**src/rtl/regfile_pkg.sv**
```systemverilog
// Shared FSM state type and default sizing for the parameterised register file.
package regfile_pkg;

    localparam int DEFAULT_DATA_W = 18;
    localparam int DEFAULT_ADDR_W = 4;

    typedef enum logic {
        ST_IDLE  = 1'b0,
        ST_CLEAR = 1'b1
    } state_e;

endpackage

```
**src/rtl/regfile_scoreboard.sv**
```systemverilog
// Pending-write scoreboard: one bit per register, set by reserve, cleared by write,
// with registered read-out that already reflects this cycle's updates.
module regfile_scoreboard
    import regfile_pkg::*;
#(
    parameter int ADDR_W = DEFAULT_ADDR_W
) (
    input  logic              clk,
    input  logic              rst,
    input  logic              clear_all_i,
    input  logic              set_en_i,
    input  logic [ADDR_W-1:0] set_addr_i,
    input  logic              clr_en_i,
    input  logic [ADDR_W-1:0] clr_addr_i,
    input  logic [ADDR_W-1:0] rd_addr1_i,
    input  logic [ADDR_W-1:0] rd_addr2_i,
    output logic              busy1_o,
    output logic              busy2_o
);

    localparam int DEPTH = 2**ADDR_W;

    logic [DEPTH-1:0] pend_q;
    logic [DEPTH-1:0] pend_d;
    logic             busy1_q;
    logic             busy2_q;

    // Set is applied after clear so a same-address reserve wins over a write.
    always_comb begin
        pend_d = pend_q;
        if (clr_en_i) begin
            pend_d[clr_addr_i] = 1'b0;
        end
        if (set_en_i) begin
            pend_d[set_addr_i] = 1'b1;
        end
        if (clear_all_i) begin
            pend_d = '0;
        end
    end

    always_ff @(posedge clk) begin
        if (rst) begin
            pend_q  <= '0;
            busy1_q <= 1'b0;
            busy2_q <= 1'b0;
        end else begin
            pend_q  <= pend_d;
            busy1_q <= pend_d[rd_addr1_i];
            busy2_q <= pend_d[rd_addr2_i];
        end
    end

    assign busy1_o = busy1_q;
    assign busy2_o = busy2_q;

endmodule

```
**src/rtl/param_register_file.sv**
```systemverilog
// Two-read, one-write register file with write-through bypass, a pending-write
// scoreboard and a sweep FSM that zeroes every register after reset or on request.
module param_register_file
    import regfile_pkg::*;
#(
    parameter int DATA_W   = DEFAULT_DATA_W,
    parameter int ADDR_W   = DEFAULT_ADDR_W,
    parameter int ZERO_REG = 0
) (
    input  logic              clk,
    input  logic              rst,
    input  logic              write_enable,
    input  logic [ADDR_W-1:0] write_addr,
    input  logic [DATA_W-1:0] write_data,
    input  logic [ADDR_W-1:0] read_addr1,
    input  logic [ADDR_W-1:0] read_addr2,
    output logic [DATA_W-1:0] data_out1,
    output logic [DATA_W-1:0] data_out2,
    input  logic              reserve_en,
    input  logic [ADDR_W-1:0] reserve_addr,
    output logic              busy1,
    output logic              busy2,
    input  logic              clear_req,
    output logic              ready
);

    localparam int                DEPTH     = 2**ADDR_W;
    localparam logic [ADDR_W-1:0] LAST_ADDR = ADDR_W'(DEPTH - 1);

    state_e            state_q;
    state_e            state_d;
    logic [ADDR_W-1:0] cnt_q;
    logic [ADDR_W-1:0] cnt_d;
    logic              clear_all;

    logic [DATA_W-1:0] regs_q [DEPTH];
    logic [DATA_W-1:0] rdata1_q;
    logic [DATA_W-1:0] rdata1_d;
    logic [DATA_W-1:0] rdata2_q;
    logic [DATA_W-1:0] rdata2_d;

    logic              user_wr;
    logic              user_rsv;
    logic              mem_we;
    logic [ADDR_W-1:0] mem_waddr;
    logic [DATA_W-1:0] mem_wdata;

    assign ready    = (state_q == ST_IDLE);
    assign user_wr  = ready && write_enable && !((ZERO_REG != 0) && (write_addr == '0));
    assign user_rsv = ready && reserve_en && !((ZERO_REG != 0) && (reserve_addr == '0));

    always_comb begin
        state_d   = state_q;
        cnt_d     = cnt_q;
        clear_all = 1'b0;
        case (state_q)
            ST_IDLE: begin
                if (clear_req) begin
                    state_d   = ST_CLEAR;
                    cnt_d     = '0;
                    clear_all = 1'b1;
                end
            end
            ST_CLEAR: begin
                if (cnt_q == LAST_ADDR) begin
                    state_d = ST_IDLE;
                    cnt_d   = '0;
                end else begin
                    cnt_d = cnt_q + ADDR_W'(1);
                end
            end
            default: begin
                state_d = ST_IDLE;
            end
        endcase
    end

    // The sweep owns the single write port while CLEAR is active.
    always_comb begin
        mem_we    = user_wr;
        mem_waddr = write_addr;
        mem_wdata = write_data;
        if (state_q == ST_CLEAR) begin
            mem_we    = 1'b1;
            mem_waddr = cnt_q;
            mem_wdata = '0;
        end
    end

    always_comb begin
        rdata1_d = (mem_we && (mem_waddr == read_addr1)) ? mem_wdata : regs_q[read_addr1];
        rdata2_d = (mem_we && (mem_waddr == read_addr2)) ? mem_wdata : regs_q[read_addr2];
        if ((ZERO_REG != 0) && (read_addr1 == '0)) begin
            rdata1_d = '0;
        end
        if ((ZERO_REG != 0) && (read_addr2 == '0)) begin
            rdata2_d = '0;
        end
    end

    always_ff @(posedge clk) begin
        if (rst) begin
            state_q  <= ST_CLEAR;
            cnt_q    <= '0;
            rdata1_q <= '0;
            rdata2_q <= '0;
        end else begin
            state_q  <= state_d;
            cnt_q    <= cnt_d;
            rdata1_q <= rdata1_d;
            rdata2_q <= rdata2_d;
        end
    end

    // Storage has no reset of its own; the sweep that follows reset zeroes it.
    always_ff @(posedge clk) begin
        if (!rst && mem_we) begin
            regs_q[mem_waddr] <= mem_wdata;
        end
    end

    assign data_out1 = rdata1_q;
    assign data_out2 = rdata2_q;

    regfile_scoreboard #(
        .ADDR_W (ADDR_W)
    ) u_scoreboard (
        .clk         (clk),
        .rst         (rst),
        .clear_all_i (clear_all),
        .set_en_i    (user_rsv),
        .set_addr_i  (reserve_addr),
        .clr_en_i    (user_wr),
        .clr_addr_i  (write_addr),
        .rd_addr1_i  (read_addr1),
        .rd_addr2_i  (read_addr2),
        .busy1_o     (busy1),
        .busy2_o     (busy2)
    );

endmodule

```
**config.mk**
```make
export PLATFORM = sky130hd
export DESIGN_NAME = param_register_file
export DESIGN_NICKNAME = d
export VERILOG_FILES = /design/src/rtl/regfile_pkg.sv /design/src/rtl/regfile_scoreboard.sv /design/src/rtl/param_register_file.sv
export SDC_FILE = /design/constraint.sdc
export NUM_CORES = 1
export LEC_CHECK = 0
export CORE_MARGIN = 4
export CORE_UTILIZATION = 53
export DETAILED_ROUTE_END_ITERATION = 8
export GPL_ROUTABILITY_DRIVEN = 0
export PLACE_DENSITY = 0.74
export SYNTH_ARGS = -nofsm -noshare
export SYNTH_HDL_FRONTEND = slang
export SYNTH_SLANG_ARGS = --single-unit
```
**constraint.sdc**
```tcl
create_clock -name clk -period 2.5 [get_ports clk]
set_input_delay 0.5 -clock clk [delete_from_list [all_inputs] [get_ports clk]]
set_output_delay 0.5 -clock clk [all_outputs]
set_load 0.01 [all_outputs]
```
==> metrics.md <==
| Metric | Value |
|---|---|
| Layout fillers | `1,953` |
| Largest net degree at the start of global routing | `47` |
| H-tree levels | `2` |
| Fin. max-slew vios | `0` |
| Core Region | `29,700 um2` |
| Commonest cells in the synthesized netlist | `edfxtp_1, mux4_2, nor2_1` |
| Top-count cell post-synth | `edfxtp_1` |
| Delay-heaviest family, CP | `buffers and inverters` |
| Ratio of cells with drive above 1 in the final layout | `34.9%` |
| CTS root buffer | `clkbuf_16` |
| Critical-path cell list | `buf_8 -> inv_1 -> clkdlybuf4s50_1` |
| Final Cycle Share | `96.6%` |
| Slew margin rel. | `a little under a fifth` |
| Synth top area share | `54.1%` |
| Grt ovf | `0` |
| Synthesis-stage register bit count | `347` |
| Routed Antenna Nets | `0` |
| Worst setup EP type | `output port` |
| Drt drc | `0` |
| Largest stage delay on the critical path | `between 0.5 and 0.6 ns` |
| Post-synthesis instance total | `863` |
| CP Buf/Inv Count | `3` |
| Total GRT Usage | `24.4%` |
| Post-synth cell types | `51` |
| Fmax achieved | `414 MHz` |
| Net Count, Synth | `~900` |
| Cell taking the most area after synthesis | `edfxtp_1` |
| Hold-fix buffer count after cts | `0` |
| Routed WL | `39,800 um` |
| Wire per inst | `between 20 and 30 um` |
| Dpl hpwl | `25,300 um` |
| Clock sinks | `approximately 350` |
| Die span in x | `182 um` |
| I/O Buffers | `77` |
| Clk buf depth | `3` |
| Final clock skew | `0.0230 ns` |
| Max stage delay cell, worst path | `dfxtp_2` |
| Final Critical Period | `about 2.4 ns` |
| Min-Delay Endpoint | `u_scoreboard.busy1_o$_SDFF_PP0_` |
| DR pass1 iterations | `7` |
| Diodes inserted | `0` |
| Num rows | `63` |
| Hold_ws | `~0.39 ns` |
| Worst-Margin Slew | `1.23 ns` |
| Req. time, crit path | `2.00 ns` |
| Total number of vias | `approximately 9,300` |
| Outcome | `completed` |
| RR Startpoint | `state_q$_SDFF_PP1_` |
| Area contributors post-synth | `edfxtp_1, mux4_2, dfxtp_1, mux2i_1, nor2_1` |
| Hold Startpoint | `read_addr1[1]` |
| RSZ-0062 raised after global routing | `false` |
| Initial drt markers | `1,184` |
| Fin area | `19,400 um2` |
| Pwr Total | `13.2 mW` |
| Vias per Instance | `6.52` |
| CTS tree | `done` |
| Mean Syn Cell Area | `around 19 um2` |
| Post-synth EDFFs | `between 200 and 300` |
| Placed inst area | `approximately 18,000 um2` |
| Syn. warnings | `0` |
| Initial antenna violation count | `0` |
| Worst-path maximum fanout | `27` |
| Die ar. | `33,000 um2` |
| CP arrival | `1.92 ns` |
| Ports | `78` |
| Worst reg2reg path depth | `5` |
| Final hold vios | `0` |
| P per Cell Area | `680 nW/um2` |
| Die height | `182 um` |
| Maxcap violations | `0` |
| Predominant post-synthesis flop cell | `edfxtp_1` |
| Critical path launch point type | `flip-flop` |
| Clk_lat worst skew | `0.52 ns` |
| Area Overhead vs Synth | `21.3%` |
| Vias in the first global route | `9,536` |
| Sequential area share after synthesis | `61.5%` |
| Reg clk slew, reported paths | `0.06 ns` |
| Hold depth | `3` |
| Fin nets | `1,054` |
| Reg2reg setup slack | `0.23 ns` |
| Critical path start-end classification | `reg -> out` |
| Hold Crit Class | `in -> reg` |
| Maximum VDD drop | `0.000505 V` |
| CTS buffer count | `37` |
| Mapped Area | `16,000 um2` |
| Leak pwr | `6.69 nW` |
| Final setup viols | `0` |
| R2R Path End | `regs_q[2][4]$_DFFE_PP_` |
| Initial Util | `between 50% and 60%` |
| First-pass GRT wire length | `~60,000 um` |
| FFs w/ async S/R, synth | `0%` |
## report_power, final
| group | switching [mW] | internal (mW) |
|---|---|---|
| registers | 0.0435 | 6.30 |
| logic | 0.545 | 0.659 |
| clock network | 2.16 | 3.47 |
## placed cells by master (no fill, tap or decap), types with 5 or more instances in the layout
| cell | Yosys | layout |
|---|---|---|
| nor2_2 | 0 | 16 |
| o21ai_0 | 13 | 13 |
| clkdlybuf4s50_1 | 0 | 71 |
| xnor2_1 | 7 | 7 |
| nand2b_1 | 11 | 11 |
| mux4_2 | 184 | 184 |
| and2_1 | 8 | 8 |
| mux2i_1 | 39 | 39 |
| dfxtp_1 | 59 | 58 |
| clkbuf_16 | 0 | 38 |
| clkinv_2 | 0 | 5 |
| nand3_1 | 8 | 8 |
| nor2_1 | 86 | 70 |
| nor2b_1 | 19 | 19 |
| edfxtp_1 | 288 | 288 |
| clkbuf_1 | 28 | 10 |
| buf_12 | 0 | 37 |
| nand2_1 | 11 | 11 |
| inv_1 | 6 | 6 |
| a21oi_1 | 9 | 9 |
| o21a_1 | 6 | 6 |
| buf_4 | 0 | 60 |
| bufinv_16 | 0 | 6 |
## tightest hold or removal path: cells and delay by family
kind,cells,cell delay (ns)
buf+inv,1,0.17
simple gates,1,0.08
compound gates,1,0.08
## kinds of logic after synthesis
| family | share of synthesized area, % |
|---|---|
| AND/OR/NAND/NOR | 5.32 |
| multiplexers | 28.5 |
| flip-flops | 61.5 |
| buffers and inverters | 1.99 |
| XOR/XNOR | 0.438 |
| adder cells (fa/ha/maj) | 0.0783 |
| AO/OA/AOI/OAI | 2.20 |
## worst max-delay path by stage
stage / from / depth (start not counted) / slack, ns / end
after floorplan: state_q$_SDFF_PP1_ / 5 / -0.01 / regs_q[13][0]$_DFFE_PP_
after global placement: write_addr[3] / 7 / -0.23 / u_scoreboard.busy2_o$_SDFF_PP0_
after detailed placement: write_addr[3] / 7 / -0.24 / u_scoreboard.busy2_o$_SDFF_PP0_
after CTS: state_q$_SDFF_PP1_ / 3 / 0.006 / ready
after global routing: state_q$_SDFF_PP1_ / 3 / 0.02 / ready
final: state_q$_SDFF_PP1_ / 3 / 0.08 / ready
## per-stage QoR
stage	instances	setup WS, ns	utilization, %	TNS (ns)
6_report	1429	0.0838	65.2	0
3_5_place_dp	1365	-0.235	61.0	-27.34
2_1_floorplan	863	-0.0106	-	-0.381
4_1_cts	1429	0.00640	65.2	0
5_1_grt	1429	0.0159	65.2	0
3_3_place_gp	1365	-0.232	61.0	-23.68
## timing repair
| item | in CTS | in global routing |
|---|---|---|
| gates resized for setup | 1 | 1 |
| buffers inserted | 0 | 0 |
| setup endpoints to repair | 1 | 1 |
| cloned | 0 | 0 |
| endpoints found under the hold margin | 0 | 0 |
## cell type report
cell class                      instances  area (um2)  share of cell area (%)
Sequential cell                       347        9830                    50.7
Multi-Input combinational cell        451        5870                    30.3
Clock inverter                         14         229                    1.18
Timing Repair Buffer                  171        1930                    9.94
Clock buffer                           50        1020                    5.24
Tap cell                              390         488                    2.52
Inverter                                6        22.5                   0.116
## registers in the layout, summed over array words and instances (netlist names)
| signal | count |
|---|---|
| cnt_q | 4 |
| u_scoreboard.pend_q | 16 |
| state_q | 1 |
| u_scoreboard.busy2_o | 1 |
| regs_q | 288 |
| u_scoreboard.busy1_o | 1 |
| data_out1 | 18 |
| data_out2 | 18 |
## metal layers
layer	vias to the layer above	GRT usage [%]	part of all wire (%)
li1	3878	-	-
met1	4928	35.9	42
met2	442	38.5	48
met3	66	4.87	8.0
met4	0	5.49	2.1
met5	-	0	0
(Power assumes the default switching activity.)
